$ cat src/rtl/muldiv_hilo.sv
// Multi-cycle multiply/divide unit owning the architectural HI/LO pair.
// Multiplies retire MUL_STEP bits per cycle; divides are restoring, one bit per cycle, plus a sign fixup.
module muldiv_hilo #(
  parameter int WIDTH    = 32,
  parameter int MUL_STEP = 4
) (
  input  logic             Clock,
  input  logic             Reset,
  input  logic             Start,
  input  logic [3:0]       Op,
  input  logic [WIDTH-1:0] A,
  input  logic [WIDTH-1:0] B,
  input  logic             Flush,
  output logic             Busy,
  output logic             Done,
  output logic             DivZero,
  output logic [WIDTH-1:0] Hi,
  output logic [WIDTH-1:0] Lo
);

  localparam int W2    = 2 * WIDTH;
  localparam int L_MUL = WIDTH / MUL_STEP;
  localparam int CW    = $clog2(WIDTH + 1);
  localparam logic [CW-1:0] MUL_LAST = CW'(L_MUL - 1);
  localparam logic [CW-1:0] DIV_LAST = CW'(WIDTH - 1);
  localparam logic [CW-1:0] CNT_ONE  = {{(CW-1){1'b0}}, 1'b1};

  typedef enum logic [1:0] {S_IDLE = 2'd0, S_MUL = 2'd1, S_DIV = 2'd2, S_FIX = 2'd3} state_t;

  state_t             state_r;
  logic [CW-1:0]      cnt_r;
  logic [W2-1:0]      mcand_r, acc_r;
  logic [WIDTH-1:0]   mplier_r, rem_r, quo_r, dvsr_r, hi_r, lo_r;
  logic [1:0]         acc_mode_r;
  logic               neg_p_r, neg_q_r, neg_rem_r, busy_r, done_r, divzero_r;

  logic               op_mul_s, op_div_s, op_mthi_s, op_mtlo_s, op_signed_s;
  logic [1:0]         op_acc_s;
  logic [WIDTH-1:0]   a_mag_s, b_mag_s, rem_next_s;
  logic [W2-1:0]      acc_next_s, prod_s, mul_res_s;
  logic [WIDTH:0]     rem_sh_s, diff_s;
  logic               q_bit_s;

  function automatic logic [WIDTH-1:0] mag(input logic [WIDTH-1:0] v, input logic sgn);
    if (sgn && v[WIDTH-1]) begin
      return -v;
    end else begin
      return v;
    end
  endfunction

  // Op decode, multiplier step and divider step
  always_comb begin
    op_mul_s    = 1'b0;
    op_div_s    = 1'b0;
    op_mthi_s   = 1'b0;
    op_mtlo_s   = 1'b0;
    op_signed_s = 1'b0;
    op_acc_s    = 2'd0;
    case (Op)
      4'd0:    begin op_mul_s = 1'b1; op_signed_s = 1'b1; end
      4'd1:    op_mul_s = 1'b1;
      4'd2:    begin op_div_s = 1'b1; op_signed_s = 1'b1; end
      4'd3:    op_div_s = 1'b1;
      4'd4:    begin op_mul_s = 1'b1; op_signed_s = 1'b1; op_acc_s = 2'd1; end
      4'd5:    begin op_mul_s = 1'b1; op_acc_s = 2'd1; end
      4'd6:    begin op_mul_s = 1'b1; op_signed_s = 1'b1; op_acc_s = 2'd2; end
      4'd7:    begin op_mul_s = 1'b1; op_acc_s = 2'd2; end
      4'd8:    op_mthi_s = 1'b1;
      4'd9:    op_mtlo_s = 1'b1;
      default: op_mul_s = 1'b0;
    endcase
    a_mag_s = mag(A, op_signed_s);
    b_mag_s = mag(B, op_signed_s);

    acc_next_s = acc_r + mcand_r * {{(W2-MUL_STEP){1'b0}}, mplier_r[MUL_STEP-1:0]};
    prod_s     = neg_p_r ? -acc_next_s : acc_next_s;
    case (acc_mode_r)
      2'd1:    mul_res_s = {hi_r, lo_r} + prod_s;
      2'd2:    mul_res_s = {hi_r, lo_r} - prod_s;
      default: mul_res_s = prod_s;
    endcase

    rem_sh_s = {rem_r, quo_r[WIDTH-1]};
    diff_s   = rem_sh_s - {1'b0, dvsr_r};
    if (rem_sh_s >= {1'b0, dvsr_r}) begin
      rem_next_s = diff_s[WIDTH-1:0];
      q_bit_s    = 1'b1;
    end else begin
      rem_next_s = rem_sh_s[WIDTH-1:0];
      q_bit_s    = 1'b0;
    end
  end

  // Control FSM, datapath registers and architectural HI/LO
  always_ff @(posedge Clock) begin
    if (Reset) begin
      state_r    <= S_IDLE;
      cnt_r      <= {CW{1'b0}};
      mcand_r    <= {W2{1'b0}};
      acc_r      <= {W2{1'b0}};
      mplier_r   <= {WIDTH{1'b0}};
      rem_r      <= {WIDTH{1'b0}};
      quo_r      <= {WIDTH{1'b0}};
      dvsr_r     <= {WIDTH{1'b0}};
      hi_r       <= {WIDTH{1'b0}};
      lo_r       <= {WIDTH{1'b0}};
      acc_mode_r <= 2'd0;
      neg_p_r    <= 1'b0;
      neg_q_r    <= 1'b0;
      neg_rem_r  <= 1'b0;
      busy_r     <= 1'b0;
      done_r     <= 1'b0;
      divzero_r  <= 1'b0;
    end else begin
      done_r    <= 1'b0;
      divzero_r <= 1'b0;
      if (Flush) begin
        state_r <= S_IDLE;
        busy_r  <= 1'b0;
      end else begin
        case (state_r)
          S_IDLE: begin
            if (Start && op_mul_s) begin
              state_r    <= S_MUL;
              busy_r     <= 1'b1;
              cnt_r      <= {CW{1'b0}};
              acc_r      <= {W2{1'b0}};
              mcand_r    <= {{WIDTH{1'b0}}, a_mag_s};
              mplier_r   <= b_mag_s;
              neg_p_r    <= op_signed_s & (A[WIDTH-1] ^ B[WIDTH-1]);
              acc_mode_r <= op_acc_s;
            end else if (Start && op_div_s && (B == {WIDTH{1'b0}})) begin
              done_r    <= 1'b1;
              divzero_r <= 1'b1;
            end else if (Start && op_div_s) begin
              state_r   <= S_DIV;
              busy_r    <= 1'b1;
              cnt_r     <= {CW{1'b0}};
              rem_r     <= {WIDTH{1'b0}};
              quo_r     <= a_mag_s;
              dvsr_r    <= b_mag_s;
              neg_q_r   <= op_signed_s & (A[WIDTH-1] ^ B[WIDTH-1]);
              neg_rem_r <= op_signed_s & A[WIDTH-1];
            end else if (Start && op_mthi_s) begin
              hi_r   <= A;
              done_r <= 1'b1;
            end else if (Start && op_mtlo_s) begin
              lo_r   <= A;
              done_r <= 1'b1;
            end else begin
              state_r <= S_IDLE;
            end
          end
          S_MUL: begin
            acc_r    <= acc_next_s;
            mcand_r  <= mcand_r << MUL_STEP;
            mplier_r <= mplier_r >> MUL_STEP;
            cnt_r    <= cnt_r + CNT_ONE;
            if (cnt_r == MUL_LAST) begin
              {hi_r, lo_r} <= mul_res_s;
              state_r      <= S_IDLE;
              busy_r       <= 1'b0;
              done_r       <= 1'b1;
            end else begin
              state_r <= S_MUL;
            end
          end
          S_DIV: begin
            rem_r <= rem_next_s;
            quo_r <= {quo_r[WIDTH-2:0], q_bit_s};
            cnt_r <= cnt_r + CNT_ONE;
            if (cnt_r == DIV_LAST) begin
              state_r <= S_FIX;
            end else begin
              state_r <= S_DIV;
            end
          end
          S_FIX: begin
            hi_r    <= neg_rem_r ? -rem_r : rem_r;
            lo_r    <= neg_q_r ? -quo_r : quo_r;
            state_r <= S_IDLE;
            busy_r  <= 1'b0;
            done_r  <= 1'b1;
          end
          default: begin
            state_r <= S_IDLE;
            busy_r  <= 1'b0;
          end
        endcase
      end
    end
  end

  assign Busy    = busy_r;
  assign Done    = done_r;
  assign DivZero = divzero_r;
  assign Hi      = hi_r;
  assign Lo      = lo_r;

endmodule

$ cat config.mk
export PLATFORM = sky130hd
export DESIGN_NAME = muldiv_hilo
export DESIGN_NICKNAME = d
export VERILOG_FILES = /design/src/rtl/muldiv_hilo.sv
export SDC_FILE = /design/constraint.sdc
export NUM_CORES = 2
export LEC_CHECK = 0
export CORE_ASPECT_RATIO = 0.8
export CORE_MARGIN = 2
export CORE_UTILIZATION = 60
export DETAILED_ROUTE_END_ITERATION = 10
export MAX_ROUTING_LAYER = met4
export PLACE_DENSITY = 0.79
export SYNTH_ARGS = -nofsm -noshare
export SYNTH_HDL_FRONTEND = slang
export SYNTH_SLANG_ARGS = --single-unit
$ cat constraint.sdc
create_clock -name Clock -period 16.27 [get_ports Clock]
set_clock_uncertainty 0.05 [all_clocks]
set_input_delay 2.4405 -clock Clock [delete_from_list [all_inputs] [get_ports Clock]]
set_output_delay 2.4405 -clock Clock [all_outputs]
set_load 0.005 [all_outputs]
Yosys cells after proc, flatten, opt, wreduce, memory -nomap -nowiden
Index checks and enable logic that the tools add are counted.
- $add $sub $neg: 10
- multipliers: 1
- magnitude comparators: 1
- eq/ne operators: 29
- muxes and demuxes: 66
- bitwise logic cells: 7
- reduce and logical (&&, ||, !) cells: 31
- operators with widths (kind ; number):
    32-bit 2-to-1 mux ; 23
    64-bit case mux with 2 select lines ; 3
    64-bit 2-to-1 mux ; 3
    32-bit case mux with 2 select lines ; 3
    32-bit case mux with 3 select lines ; 2
    64-bit adder ; 2
    32-bit negation ; 4
    64-bit by 4-bit multiplier with 64-bit output ; 1
    64-bit negation ; 1
    64-bit subtractor ; 1
    33-bit by 32-bit >= comparator with 1-bit output ; 1
    32-bit logical NOT ; 1
    32-bit subtractor ; 1
    1-bit 2-to-1 mux ; 19
    6-bit 2-to-1 mux ; 3
    2-bit inequality test, second input constant ; 9
    4-bit by 3-bit equality test with 1-bit output, second input constant ; 4
    6-bit case mux with 2 select lines ; 1
    2-bit 2-to-1 mux ; 5
    5-bit AND reduction ; 2
    2-bit OR reduction ; 5
    3-bit AND reduction ; 3
    4-bit by 2-bit equality test with 1-bit output, second input constant ; 2
    4-bit equality test, second input constant ; 2
    24 further kinds ; 44
- flip-flop bits (word level): 336
- bits of input ports: 72
- output and inout bits: 67
- word-level logic and storage cells: 162

Depth between registers and ports, before layout
- depth in word-level cells: 9
- mapped depth: 43
- gate-level depth less buffers: 38

Worst setup path after synthesis
OpenSTA, ideal clock, no wires.
- path type: reg-to-reg
- from: register mplier_r[3]
- to: register hi_r[30], in the netlist Hi[30]
- setup time: 0.133 ns
- arrival: 9.241 ns
- data required time: 16.087 ns
- path slack: 6.846 ns
- stages on the path, launching flop included: 37
- path buffers: 4
- clock period less this slack: 9.424 ns
- path through: dfxtp_1 -> clkbuf_1 -> clkbuf_1 -> nand2_1 -> fa_1 -> fa_1 -> fa_1 -> inv_1 -> ha_1 -> o21ai_0 -> or3_1 -> nand2_1 -> xnor2_1 -> nand4_1 -> nor4_1 -> nand4_2 -> nand4bb_1 -> buf_2 -> o31ai_2 -> xor2_1 -> nor4b_2 -> nand2_1 -> nor3_1 -> a21oi_1 -> xnor2_1 -> ha_1 -> clkbuf_1 -> a21o_1 -> a211o_1 -> or2_2 -> o21ai_0 -> a21oi_1 -> o311ai_0 -> a211oi_1 -> or4_1 -> nand3_1 -> a211oi_1
- word-level cells in the longest chain between the ends: 8
- elaborated cells on any way between the ends: 9
- classes of those cells: add/sub (4); mul (1); mux (4)
- ends and longest elaborated chain (what ; RTL line ; text):
    from (decl) ; 33 ; logic [WIDTH-1:0] mplier_r, rem_r, quo_r, dvsr_r, hi_r, lo_r;
    from (signal assigned) ; 102 ; mplier_r <= {WIDTH{1'b0}};
    from (signal assigned) ; 130 ; mplier_r <= b_mag_s;
    from (signal assigned) ; 158 ; mplier_r <= mplier_r >> MUL_STEP;
    64-bit by 4-bit multiplier with 64-bit output (*) ; 76 ; acc_next_s = acc_r + mcand_r * {{(W2-MUL_STEP){1'b0}}, mplier_r[MUL_STEP-1:0]};
    64-bit adder (*) ; 76 ;
    64-bit negation ; 77 ; prod_s = neg_p_r ? -acc_next_s : acc_next_s;
    64-bit 2-to-1 mux (*) ; 77 ;
    64-bit subtractor or 64-bit adder (tied branches) ; 80, 79 ;
    64-bit case mux with 2 select lines (*) ; 78 ; case (acc_mode_r)
    32-bit 2-to-1 mux (*) ; 160 ; if (cnt_r == MUL_LAST) begin
    32-bit case mux with 3 select lines (*) ; 122 ; case (state_r)
    to (signal assigned) ; 106 ; hi_r <= {WIDTH{1'b0}};
    to (signal assigned) ; 161 ; {hi_r, lo_r} <= mul_res_s;
    to (signal assigned) ; 180 ; hi_r <= neg_rem_r ? -rem_r : rem_r;
    to (decl) ; 33 ;
Every way passes the cells marked *; elsewhere a longest branch is shown, timed or not. The select of a mux whose other input is x is not followed.
A chain may end at the register's enable or synchronous reset.

Final worst setup path
- from: register mplier_r[3]
- to: register hi_r[28], in the netlist Hi[28]
The elaborated chain is that of the path after synthesis.

==> key figures <==
Outcome
  • Status: completed

STA
  • Total negative slack: 0 ps
  • Pins Over Slew Limit: 0
  • Hold WS: 409.8 ps
  • Slew Limit Headroom: 16.84%
  • Worst-margin pin slew: 1246 ps
  • Hold Vio Cnt, Final: 0
  • F_max: 84.76 MHz
  • Min cycle time layout: 11800 ps
  • Final setup viols: 0
  • Tcrit/Tclk final: 72.51%
  • RSZ-0062 raised after global routing: false

Drt
  • Drt wl/cell: 22.87 um
  • Routed Antenna Nets: 0
  • Total routed wirelength: 125400 um
  • Drt drc: 0
  • Iter 0 DRT Violations: 5061
  • Via density: 6.596
  • Total number of vias: 36165
  • 1st-pass router iterations: 6

Setup path
  • Crit. End Element: register
  • Setup crit start kind: register
  • Worst flop-to-flop path endpoint: Hi[28]
  • R2R cell count: 32
  • Crit path largest cell delay: 1040 ps
  • Slowest stage cell on the critical path: dfxtp_2
  • CP max FO: 62
  • Reg2Reg Setup Slack: 4470 ps
  • Data arrival time of the critical path: 12280 ps
  • CP Class: register to register
  • FF-to-FF Start: mplier_r[3]
  • Worst EP required: 16750 ps
  • Launch point of the worst path: mplier_r[3]

Min path
  • Hold Path Origin: quo_r[1]
  • Worst hold path class: register to register
  • Hold endpoint: quo_r[1]
  • Hold Crit Depth: 2

Run
  • Max_cap viols: 0

Synthesis
  • Synth Cell Area: 0.03555 mm2
  • Distinct cells, synth: 108
  • Syn Inst Count: 4732
  • Top FF cell, synth: dfxtp_1
  • EDFF count, synth: 0
  • FF+latch count, synth: 336
  • Avg Cell Area, Syn: 7.512 um2
  • Yosys warns: 0
  • Async set-reset flop share out of synthesis: 0%
  • Post-synth net total: 5162
  • Sequential fraction of the synthesis area: 18.92%

Place
  • Estimated wirelength of the detail-placed design: 95950 um
  • Placed Cells incl. Taps: 5408
  • IO buf count: 138
  • RePlAce Congestion: 1.038

GRT
  • Largest net degree at the start of global routing: 135
  • Initial antenna violation count: 1
  • First-pass GRT wire length: 190400 um
  • Total grt overflow: 0
  • Tot GR Track Use: 40.53%
  • Vias in the first global route: 32209

Cells and area
  • Nets: 5113
  • Share of cells above drive strength 1: 4.287%
  • Final Instance Count excl. Fillers: 5483
  • Most frequent cells in the layout: nand2_1, nor2_1, a21oi_1, dfxtp_1, inv_1
  • Most common cell after layout, fill and taps aside: nand2_1
  • Core Util, Final: 66.38%
  • Area Overhead vs Synth: 8.905%

Floorplan
  • Die height: 221.7 um
  • Row count: 79
  • Full die area: 0.06122 mm2
  • Die span in x: 276.1 um
  • CORE AREA: 0.05832 mm2
  • Initial Util: 60.95%
  • I/O Pins: 139

Pwr
  • Lkg Pwr: 0.01624 uW
  • Peak VDD IR: 0.08859 mV
  • Final Power: 2680 uW
  • PwrDens: 69.24 mW/mm2

CTS
  • Clock Pin Slew Worst Setup and Hold Paths: 60 ps
  • Clk_lat worst skew: 630 ps
  • Clock H-tree levels: 2
  • Clock sinks: 336
  • # resized after CTS: 0
  • Post-CTS setup repair buffer count: 0
  • CTS tree: built
  • CTS max path bufs: 3
  • Clock root buffer: clkbuf_16
  • CTS Buf Count: 42
  • Hold Buf Count CTS: 0
## cells in the mapped netlist (11+ instances only)
| master | count | area [um2] |
|---|---|---|
| xnor2_1 | 240 | 2102 |
| buf_1 | 25 | 93.84 |
| o41ai_1 | 19 | 166.4 |
| nand4_1 | 46 | 287.8 |
| o31ai_1 | 45 | 337.8 |
| inv_1 | 292 | 1096 |
| o21bai_1 | 22 | 165.2 |
| and3_1 | 39 | 244.0 |
| a211oi_1 | 73 | 548.0 |
| mux2i_1 | 47 | 470.5 |
| o21ai_0 | 220 | 1101 |
| a211o_1 | 14 | 122.6 |
| or2_2 | 14 | 87.58 |
| xor2_1 | 129 | 1130 |
| buf_2 | 17 | 85.08 |
| nand2_1 | 543 | 2038 |
| nand2b_1 | 46 | 287.8 |
| and4_1 | 16 | 140.1 |
| nor4_1 | 28 | 175.2 |
| a21o_1 | 108 | 810.8 |
| nor2_1 | 383 | 1438 |
| a21oi_1 | 364 | 1822 |
| o21a_1 | 26 | 195.2 |
| nand3b_1 | 11 | 82.58 |
| nor2b_1 | 32 | 200.2 |
| a311oi_1 | 18 | 157.7 |
| ha_1 | 174 | 2177 |
| fa_1 | 184 | 3684 |
| o211ai_1 | 40 | 300.3 |
| clkbuf_1 | 233 | 874.6 |
| nor3_1 | 104 | 520.5 |
| nand3_1 | 193 | 965.9 |
| dfxtp_1 | 336 | 6726 |
| a21boi_0 | 11 | 82.58 |
| or4_1 | 23 | 172.7 |
| a221oi_1 | 25 | 219.0 |
| or3_1 | 34 | 212.7 |
| a22oi_1 | 23 | 172.7 |
| a221o_1 | 33 | 330.3 |
| and2_1 | 224 | 1401 |
| a31oi_1 | 104 | 650.6 |
## worst max-delay path, delay by kind of cell, from the launching register on
kind / cells / cell delay (ps)
and+or+nand+nor: 12 / 4650
AOI/OAI and AO/OA: 10 / 2250
DFF: 1 / 1040
muxes: 1 / 160
buffers and inverters: 1 / 40
adders and majority gates: 5 / 2290
xor gates and xnor gates: 3 / 1120
## stage by stage
stage | worst slack (ps) | instance area, um2
3_3_place_gp | 5060 | 37240
2_1_floorplan | 6846 | 35550
5_1_grt | 3839 | 38710
4_1_cts | 4797 | 38710
3_5_place_dp | 4883 | 37240
6_report | 4472 | 38710
## routing by layer
| metal | GRT usage [%] | vias up | routed length, um |
|---|---|---|---|
| met2 | 56.02 | 2188 | 51010 |
| li1 | - | 16538 | - |
| met1 | 55.47 | 17142 | 51970 |
| met3 | 10.24 | 297 | 15950 |
| met4 | 18.12 | 0 | 6470 |
| met5 | - | - | 0 |
## final cells by class
class	instances	area [um2]
fillers	5069	19610
flip-flops and latches	336	6733
multi-input cells	3825	26710
repair buffers	184	1732
well taps	769	962.2
diodes	2	5.005
clock inverters	22	335.3
inverters	294	1104
clock buffers	51	1135
## sequential cells by signal, summed over array words and instances, names as in the netlist, 2 cells and up
| signal | flops |
|---|---|
| rem_r | 32 |
| cnt_r | 6 |
| mplier_r | 32 |
| state_r | 2 |
| dvsr_r | 32 |
| mcand_r | 64 |
| quo_r | 32 |
| acc_mode_r | 2 |
| Lo | 32 |
| Hi | 32 |
| acc_r | 64 |
## cell families after synthesis
family          synth area share (%)
compound gates                 23.23
xor+xnor                       9.138
fa+ha+maj                      16.49
buf+inv                        6.111
flops                          18.92
mux                            1.387
simple gates                   24.72
## how the worst max path moves through the flow
stage | depth (start not counted) | slack [ps] | to
3_5_place_dp | 32 | 4880 | Hi[28]
2_1_floorplan | 36 | 6850 | Hi[30]
4_1_cts | 32 | 4800 | Hi[28]
3_3_place_gp | 32 | 5060 | Hi[30]
6_report | 32 | 4470 | Hi[28]
5_1_grt | 32 | 3840 | Hi[28]
## power by group
| part | internal, uW | leakage (uW) | switching [uW] |
|---|---|---|---|
| Sequential | 838 | 0.00272 | 21.7 |
| Combinational | 325 | 0.0128 | 469 |
| Clock | 597 | 0.000709 | 431 |
| Total | 1760 | 0.0162 | 921 |
Note: power is estimated with default switching activity, not from simulation.
